<file path="config.mk">
export PLATFORM = sky130hd
export DESIGN_NAME = gf180mcu_fd_sc_mcu7t5v0__dffnq_pipe
export DESIGN_NICKNAME = d
export VERILOG_FILES = /design/src/rtl/gf180mcu_fd_sc_mcu7t5v0__dffnq_pkg.sv /design/src/rtl/gf180mcu_fd_sc_mcu7t5v0__dffnq_stage.sv /design/src/rtl/gf180mcu_fd_sc_mcu7t5v0__dffnq_pipe.sv
export SDC_FILE = /design/constraint.sdc
export NUM_CORES = 1
export LEC_CHECK = 0
export ABC_AREA = 0
export CAP_MARGIN = 15
export CORE_MARGIN = 1
export CORE_UTILIZATION = 25
export CTS_CLUSTER_DIAMETER = 100
export DETAILED_ROUTE_END_ITERATION = 7
export PLACE_DENSITY = 0.47
export SLEW_MARGIN = 5
export SYNTH_ARGS = -nofsm -noshare
export SYNTH_HDL_FRONTEND = slang
export SYNTH_SLANG_ARGS = --single-unit
</file>
<file path="constraint.sdc">
create_clock -name CLKN -period 1.4 [get_ports CLKN]
set_input_delay 0.21 -clock CLKN [delete_from_list [all_inputs] [get_ports CLKN]]
set_output_delay 0.21 -clock CLKN [all_outputs]
set_load 0.005 [all_outputs]
</file>
<file path="src/rtl/gf180mcu_fd_sc_mcu7t5v0__dffnq_pkg.sv">
// Shared constants, types and helpers for the falling-edge register pipeline.
// Optional parity chain is enabled by GF180MCU_FD_SC_MCU7T5V0_DFFNQ_PIPE_PARITY_EN.
package gf180mcu_fd_sc_mcu7t5v0__dffnq_pkg;

    localparam int unsigned DEF_WIDTH = 8;
    localparam int unsigned DEF_DEPTH = 2;

    // Width of the occupancy count: must hold every value 0..depth inclusive.
    function automatic int unsigned fill_w(input int unsigned depth);
        return (depth < 1) ? 1 : $clog2(depth + 1);
    endfunction

    // Image of one stage at the default width.
    typedef struct packed {
        logic [DEF_WIDTH-1:0] data;
        logic                 vld;
        logic                 par;
    } stage_t;

endpackage

</file>
<file path="src/rtl/gf180mcu_fd_sc_mcu7t5v0__dffnq_stage.sv">
// One falling-edge pipeline stage: data, valid and (optionally) parity bit.
// The parity flop exists only when PAR_EN is set by the top, which keys it off GF180MCU_FD_SC_MCU7T5V0_DFFNQ_PIPE_PARITY_EN.
module gf180mcu_fd_sc_mcu7t5v0__dffnq_stage
    import gf180mcu_fd_sc_mcu7t5v0__dffnq_pkg::*;
#(
    parameter int unsigned      WIDTH     = DEF_WIDTH,
    parameter logic [WIDTH-1:0] RESET_VAL = '0,
    parameter bit               PAR_EN    = 1'b0
) (
    input  logic             clkn,
    input  logic             rst,
    input  logic             flush,
    input  logic             en,
    input  logic [WIDTH-1:0] data_in,
    input  logic             vld_in,
    input  logic             par_in,
    output logic [WIDTH-1:0] data_out,
    output logic             vld_out,
    output logic             par_out
);

    logic [WIDTH-1:0] data_d, data_q;
    logic             vld_d,  vld_q;

    // Flush clears only the valid bit; data keeps its last value.
    always_comb begin
        data_d = data_q;
        vld_d  = vld_q;
        if (flush) begin
            vld_d = 1'b0;
        end else if (en) begin
            data_d = data_in;
            vld_d  = vld_in;
        end
    end

    always_ff @(negedge clkn) begin
        if (rst) begin
            data_q <= RESET_VAL;
            vld_q  <= 1'b0;
        end else begin
            data_q <= data_d;
            vld_q  <= vld_d;
        end
    end

    assign data_out = data_q;
    assign vld_out  = vld_q;

    if (PAR_EN) begin : g_par
        logic par_d, par_q;

        always_comb begin
            par_d = par_q;
            if (!flush && en) begin
                par_d = par_in;
            end
        end

        always_ff @(negedge clkn) begin
            if (rst) begin
                par_q <= ^RESET_VAL;
            end else begin
                par_q <= par_d;
            end
        end

        assign par_out = par_q;
    end else begin : g_nopar
        logic unused_par;
        assign unused_par = par_in;
        assign par_out    = 1'b0;
    end

endmodule

</file>
<file path="src/rtl/gf180mcu_fd_sc_mcu7t5v0__dffnq_pipe.sv">
// WIDTH-bit, DEPTH-stage falling-edge register pipeline with valid tracking, flush and occupancy count.
// Define GF180MCU_FD_SC_MCU7T5V0_DFFNQ_PIPE_PARITY_EN to add the DP input, parity chain and PERR output.
module gf180mcu_fd_sc_mcu7t5v0__dffnq_pipe
    import gf180mcu_fd_sc_mcu7t5v0__dffnq_pkg::*;
#(
    parameter int unsigned      WIDTH     = DEF_WIDTH,
    parameter int unsigned      DEPTH     = DEF_DEPTH,
    parameter logic [WIDTH-1:0] RESET_VAL = '0
) (
    input  logic                     CLKN,
    input  logic                     RST,
    input  logic                     EN,
    input  logic                     FLUSH,
    input  logic [WIDTH-1:0]         D,
    input  logic                     DV,
`ifdef GF180MCU_FD_SC_MCU7T5V0_DFFNQ_PIPE_PARITY_EN
    input  logic                     DP,
`endif
    output logic [WIDTH-1:0]         Q,
    output logic                     QV,
    output logic [fill_w(DEPTH)-1:0] FILL
`ifdef GF180MCU_FD_SC_MCU7T5V0_DFFNQ_PIPE_PARITY_EN
    ,
    output logic                     PERR
`endif
);

    localparam int unsigned FW = fill_w(DEPTH);

`ifdef GF180MCU_FD_SC_MCU7T5V0_DFFNQ_PIPE_PARITY_EN
    localparam bit PAR_EN = 1'b1;
    logic dp_w;
    assign dp_w = DP;
`else
    localparam bit PAR_EN = 1'b0;
    logic dp_w;
    assign dp_w = 1'b0;
`endif

    logic [WIDTH-1:0] data_s [DEPTH];
    logic             vld_s  [DEPTH];
    logic             par_s  [DEPTH];

    for (genvar g = 0; g < DEPTH; g++) begin : g_stage
        logic [WIDTH-1:0] d_in;
        logic             v_in;
        logic             p_in;

        if (g == 0) begin : g_head
            assign d_in = D;
            assign v_in = DV;
            assign p_in = dp_w;
        end else begin : g_body
            assign d_in = data_s[g-1];
            assign v_in = vld_s[g-1];
            assign p_in = par_s[g-1];
        end

        gf180mcu_fd_sc_mcu7t5v0__dffnq_stage #(
            .WIDTH     (WIDTH),
            .RESET_VAL (RESET_VAL),
            .PAR_EN    (PAR_EN)
        ) u_stage (
            .clkn     (CLKN),
            .rst      (RST),
            .flush    (FLUSH),
            .en       (EN),
            .data_in  (d_in),
            .vld_in   (v_in),
            .par_in   (p_in),
            .data_out (data_s[g]),
            .vld_out  (vld_s[g]),
            .par_out  (par_s[g])
        );
    end

    logic [FW-1:0] fill_d, fill_q;

    // Entry and exit on the same shift cancel; wrap of the intermediate sum is harmless.
    always_comb begin
        fill_d = fill_q;
        if (FLUSH) begin
            fill_d = '0;
        end else if (EN) begin
            fill_d = fill_q + FW'(DV) - FW'(vld_s[DEPTH-1]);
        end
    end

    always_ff @(negedge CLKN) begin
        if (RST) begin
            fill_q <= '0;
        end else begin
            fill_q <= fill_d;
        end
    end

    assign Q    = data_s[DEPTH-1];
    assign QV   = vld_s[DEPTH-1];
    assign FILL = fill_q;

`ifdef GF180MCU_FD_SC_MCU7T5V0_DFFNQ_PIPE_PARITY_EN
    assign PERR = vld_s[DEPTH-1] & ((^data_s[DEPTH-1]) ^ par_s[DEPTH-1]);
`else
    logic unused_par_tail;
    assign unused_par_tail = par_s[DEPTH-1];
`endif

    logic [FW-1:0] vld_cnt;

    always_comb begin
        vld_cnt = '0;
        for (int unsigned i = 0; i < DEPTH; i++) begin
            vld_cnt = vld_cnt + FW'(vld_s[i]);
        end
    end

    fill_tracks_vld: assert property (@(negedge CLKN) disable iff (RST) fill_q == vld_cnt);
    fill_bounded:    assert property (@(negedge CLKN) disable iff (RST) fill_q <= FW'(DEPTH));

endmodule

</file>
==> impl_summary.log <==
INFO  metric clock_sinks = 20
INFO  metric worst-endpoint-required = approximately 1.2 ns
INFO  metric cts_tree = done
INFO  metric yosys.cell_types.count = 18
INFO  metric holdWs = about 0.44 ns
INFO  metric layout_commonest_cell = inv_1
INFO  metric final-hold-violation-count = 0
INFO  metric p_leak = ~0.65 nW
INFO  metric post-dp-hpwl = roughly 1100 µm
INFO  metric power.ir.vdd_worst = about 320 µV
INFO  metric critical_path.reg2reg.endpoint = FILL[1]
INFO  metric grt_use_met3 = 5.46%
INFO  metric worstPathBufferInverterCount = 1
INFO  metric num_vias = slightly below 800
INFO  metric cpLargestDelayFamily = flip-flops
INFO  metric routed_wire_length_per_instance = 10.6 µm
INFO  metric setup_slack = -0.333 ns
INFO  metric timing.setup.tns = -3.52 ns
INFO  metric timing.final.max_slew_violations = 0
INFO  metric rsz0062_at_grt = yes
INFO  metric die-area = approximately 0.0035 mm²
INFO  metric r2r_start = g_stage[1].u_stage.vld_out
INFO  metric synth.ff_latch_count = 20
INFO  metric clock_buffers_created_by_tritoncts = 3
INFO  metric reg2reg_setup_slack = -0.12 ns
INFO  metric grtUsageMet2 = a little under a fifth
INFO  metric min-delay-path-class = reg2reg
INFO  metric final_cell_mix = inv_1, nand2_1, a21oi_2
INFO  metric pin_count_of_the_biggest_net_entering_global_routing = 17
INFO  metric place.detailed.instances = 165
INFO  metric finClkSkew = about 0.018 ns
INFO  metric h_tree_lvls = 1
INFO  metric power = roughly 1.3 mW
INFO  metric worst_setup_hold_path_clk_slew = approximately 0.05 ns
INFO  metric drcViolationCount = 0
INFO  metric crit_path_start_kind = register
INFO  metric result_of_the_run = finished with violations
INFO  metric count_of_cells_along_the_worst_hold_path = 2
INFO  metric synth_area_per_cell = 8.77 µm²
INFO  metric crit_path_top_delay_cell = dfxtp_2
INFO  metric crit_path_cell_trace = buf_6
INFO  metric insertion_delay = 0.38 ns
INFO  metric initial_cell_density_of_the_core = about a quarter
INFO  metric flow.area_growth_from_synthesis = 72.5%
INFO  metric syn_area = ~800 µm²
INFO  metric top_level_ports = 24
INFO  metric diode_insertion_count_for_antenna_repair = 0
INFO  metric antenna_found_initial = 0
INFO  metric detailed_route_iter0_violations = 17
INFO  metric post_synth_inst_count = just over 90
INFO  metric wl = around 2000 µm
INFO  metric grt_pass1_wl = 3220 µm
INFO  metric worst-endpoint-arrival = 1.52 ns
INFO  metric busiest_layer = met2
INFO  metric postLayoutCoreUtil = 45.7%
INFO  metric detail_route.first_pass.iterations = 4
INFO  metric seq_area_frac_synth = 49.1%
INFO  metric clock_tree.root_cell = clkbuf_4
INFO  metric power.density_cell_area = 917 mW/mm²
INFO  metric cts_post_setup_buffers_inserted = 0
INFO  metric crit_type = reg2out
INFO  metric max_slew.worst_pin.slew = between 0.2 and 0.25 ns
INFO  metric layout-drive-gt1-share = between 50% and 60%
INFO  metric synth_nets = roughly 110
INFO  metric reg2reg_depth = 7
INFO  metric grt_usage = approximately an eighth
INFO  metric core = between 0.003 and 0.004 mm²
INFO  metric gr-usage-met1 = 13.6%
INFO  metric num_rows = 20
INFO  metric timing.hold.worst_endpoint = g_stage[1].u_stage.data_out[2]
INFO  metric violated_checks = negative setup slack
INFO  metric max-clock-path-buffers = 2
INFO  metric gpl.final_weighted_congestion = between 0.7 and 0.8
INFO  metric finalNonFillerCells = 190
INFO  metric post_drt_via_cell_ratio = 4.11
INFO  metric die_height = 59.1 µm
INFO  metric setup-violations-final = 12
INFO  metric worstHoldStart = g_stage[0].u_stage.data_out[2]
INFO  metric port-buffer-count = 23
INFO  metric nNetsFinal = roughly 160
INFO  metric first_global_vias = 764
INFO  metric crit_fanout = 2
INFO  metric cap_violations = 0
INFO  metric number_of_synthesis_warnings = 0
INFO  metric final_antenna_net_count = 0
INFO  metric fp.dieW = around 60 µm
INFO  metric critical_path.max_stage_delay = ~0.33 ns
INFO  metric critPathCaptureType = output port
INFO  metric globalRoute.totalOverflow = 0
INFO  metric relative_max_transition_margin = approximately 84%
final cells by class:
class | count | area, µm²
sequential | 20 | 414
timing repair buffer | 37 | 360
inverter | 3 | 11.3
clock inverter | 21 | 80.1
clock buffer | 3 | 22.5
fill | 322 | 1670
multi-input combinational | 62 | 464
tap | 44 | 55.1
state kept, by name (all words and copies together) (netlist names):
name / cells
FILL: 2
g_stage.u_stage.vld_out: 2
g_stage.u_stage.data_out: 16
cells in the mapped netlist:
library cell / count / share of area (%)
nand2_1: 32 / 15
dfxtp_1: 20 / 49
a21oi_2: 10 / 11
a21oi_1: 6 / 3.7
inv_1: 4 / 1.8
nor3_1: 4 / 2.5
buf_4: 3 / 2.8
mux2i_1: 3 / 3.7
ha_1: 2 / 3.1
a2111oi_0: 1 / 1.1
a31o_2: 1 / 1.1
and2b_1: 1 / 0.92
buf_2: 1 / 0.61
buf_6: 1 / 1.4
clkbuf_1: 1 / 0.46
clkbuf_2: 1 / 0.61
nand2b_1: 1 / 0.77
xor2_1: 1 / 1.1
cell families (layout without fill, tap and decap cells):
family	count (synthesis)	in the layout	share of synthesized area [%]
flops	20	20	49.1
buf+inv	11	64	7.67
compound gates	18	18	16.6
simple gates	38	38	18.9
fa+ha+maj	2	2	3.07
xor+xnor	1	1	1.07
mux	3	3	3.68
layer usage:
metal	part of all wire, %	vias to the layer above
li1	-	404
met1	46	350
met2	47	22
met3	4.9	5
met4	1.9	0
met5	0	-
worst max-delay path by stage:
stage | start | depth (start not counted) | to
after global routing | g_stage[1].u_stage.data_out[2] | 1 | Q[2]
after floorplan | DV | 4 | FILL[1]
final | g_stage[1].u_stage.data_out[2] | 1 | Q[2]
after detailed placement | DV | 5 | FILL[1]
after global placement | DV | 5 | FILL[1]
after CTS | FILL[0] | 1 | FILL[0]
repair_timing:
item                                   in CTS  in global routing
pin swaps                                   3                  2
cloned                                      2                  0
setup endpoints to repair                  31                 16
endpoints found under the hold margin       0                  0
hold buffers                                0                  0
resized for setup                          79                 12
metrics by stage:
| stage | setup WS (ns) | instance area (µm²) |
|---|---|---|
| after floorplan | -0.338 | 873 |
| after global placement | -0.882 | 1210 |
| after detailed placement | -0.917 | 1210 |
| after CTS | -0.344 | 1370 |
| after global routing | -0.391 | 1410 |
| final | -0.333 | 1410 |
power by group:
| group | switching [mW] | internal, mW | total [mW] |
|---|---|---|---|
| sequential | 0.0107 | 0.590 | 0.600 |
| combinational | 0.0763 | 0.0972 | 0.173 |
| clock | 0.338 | 0.179 | 0.516 |
| total | 0.425 | 0.865 | 1.29 |
(Power assumes the default switching activity.)
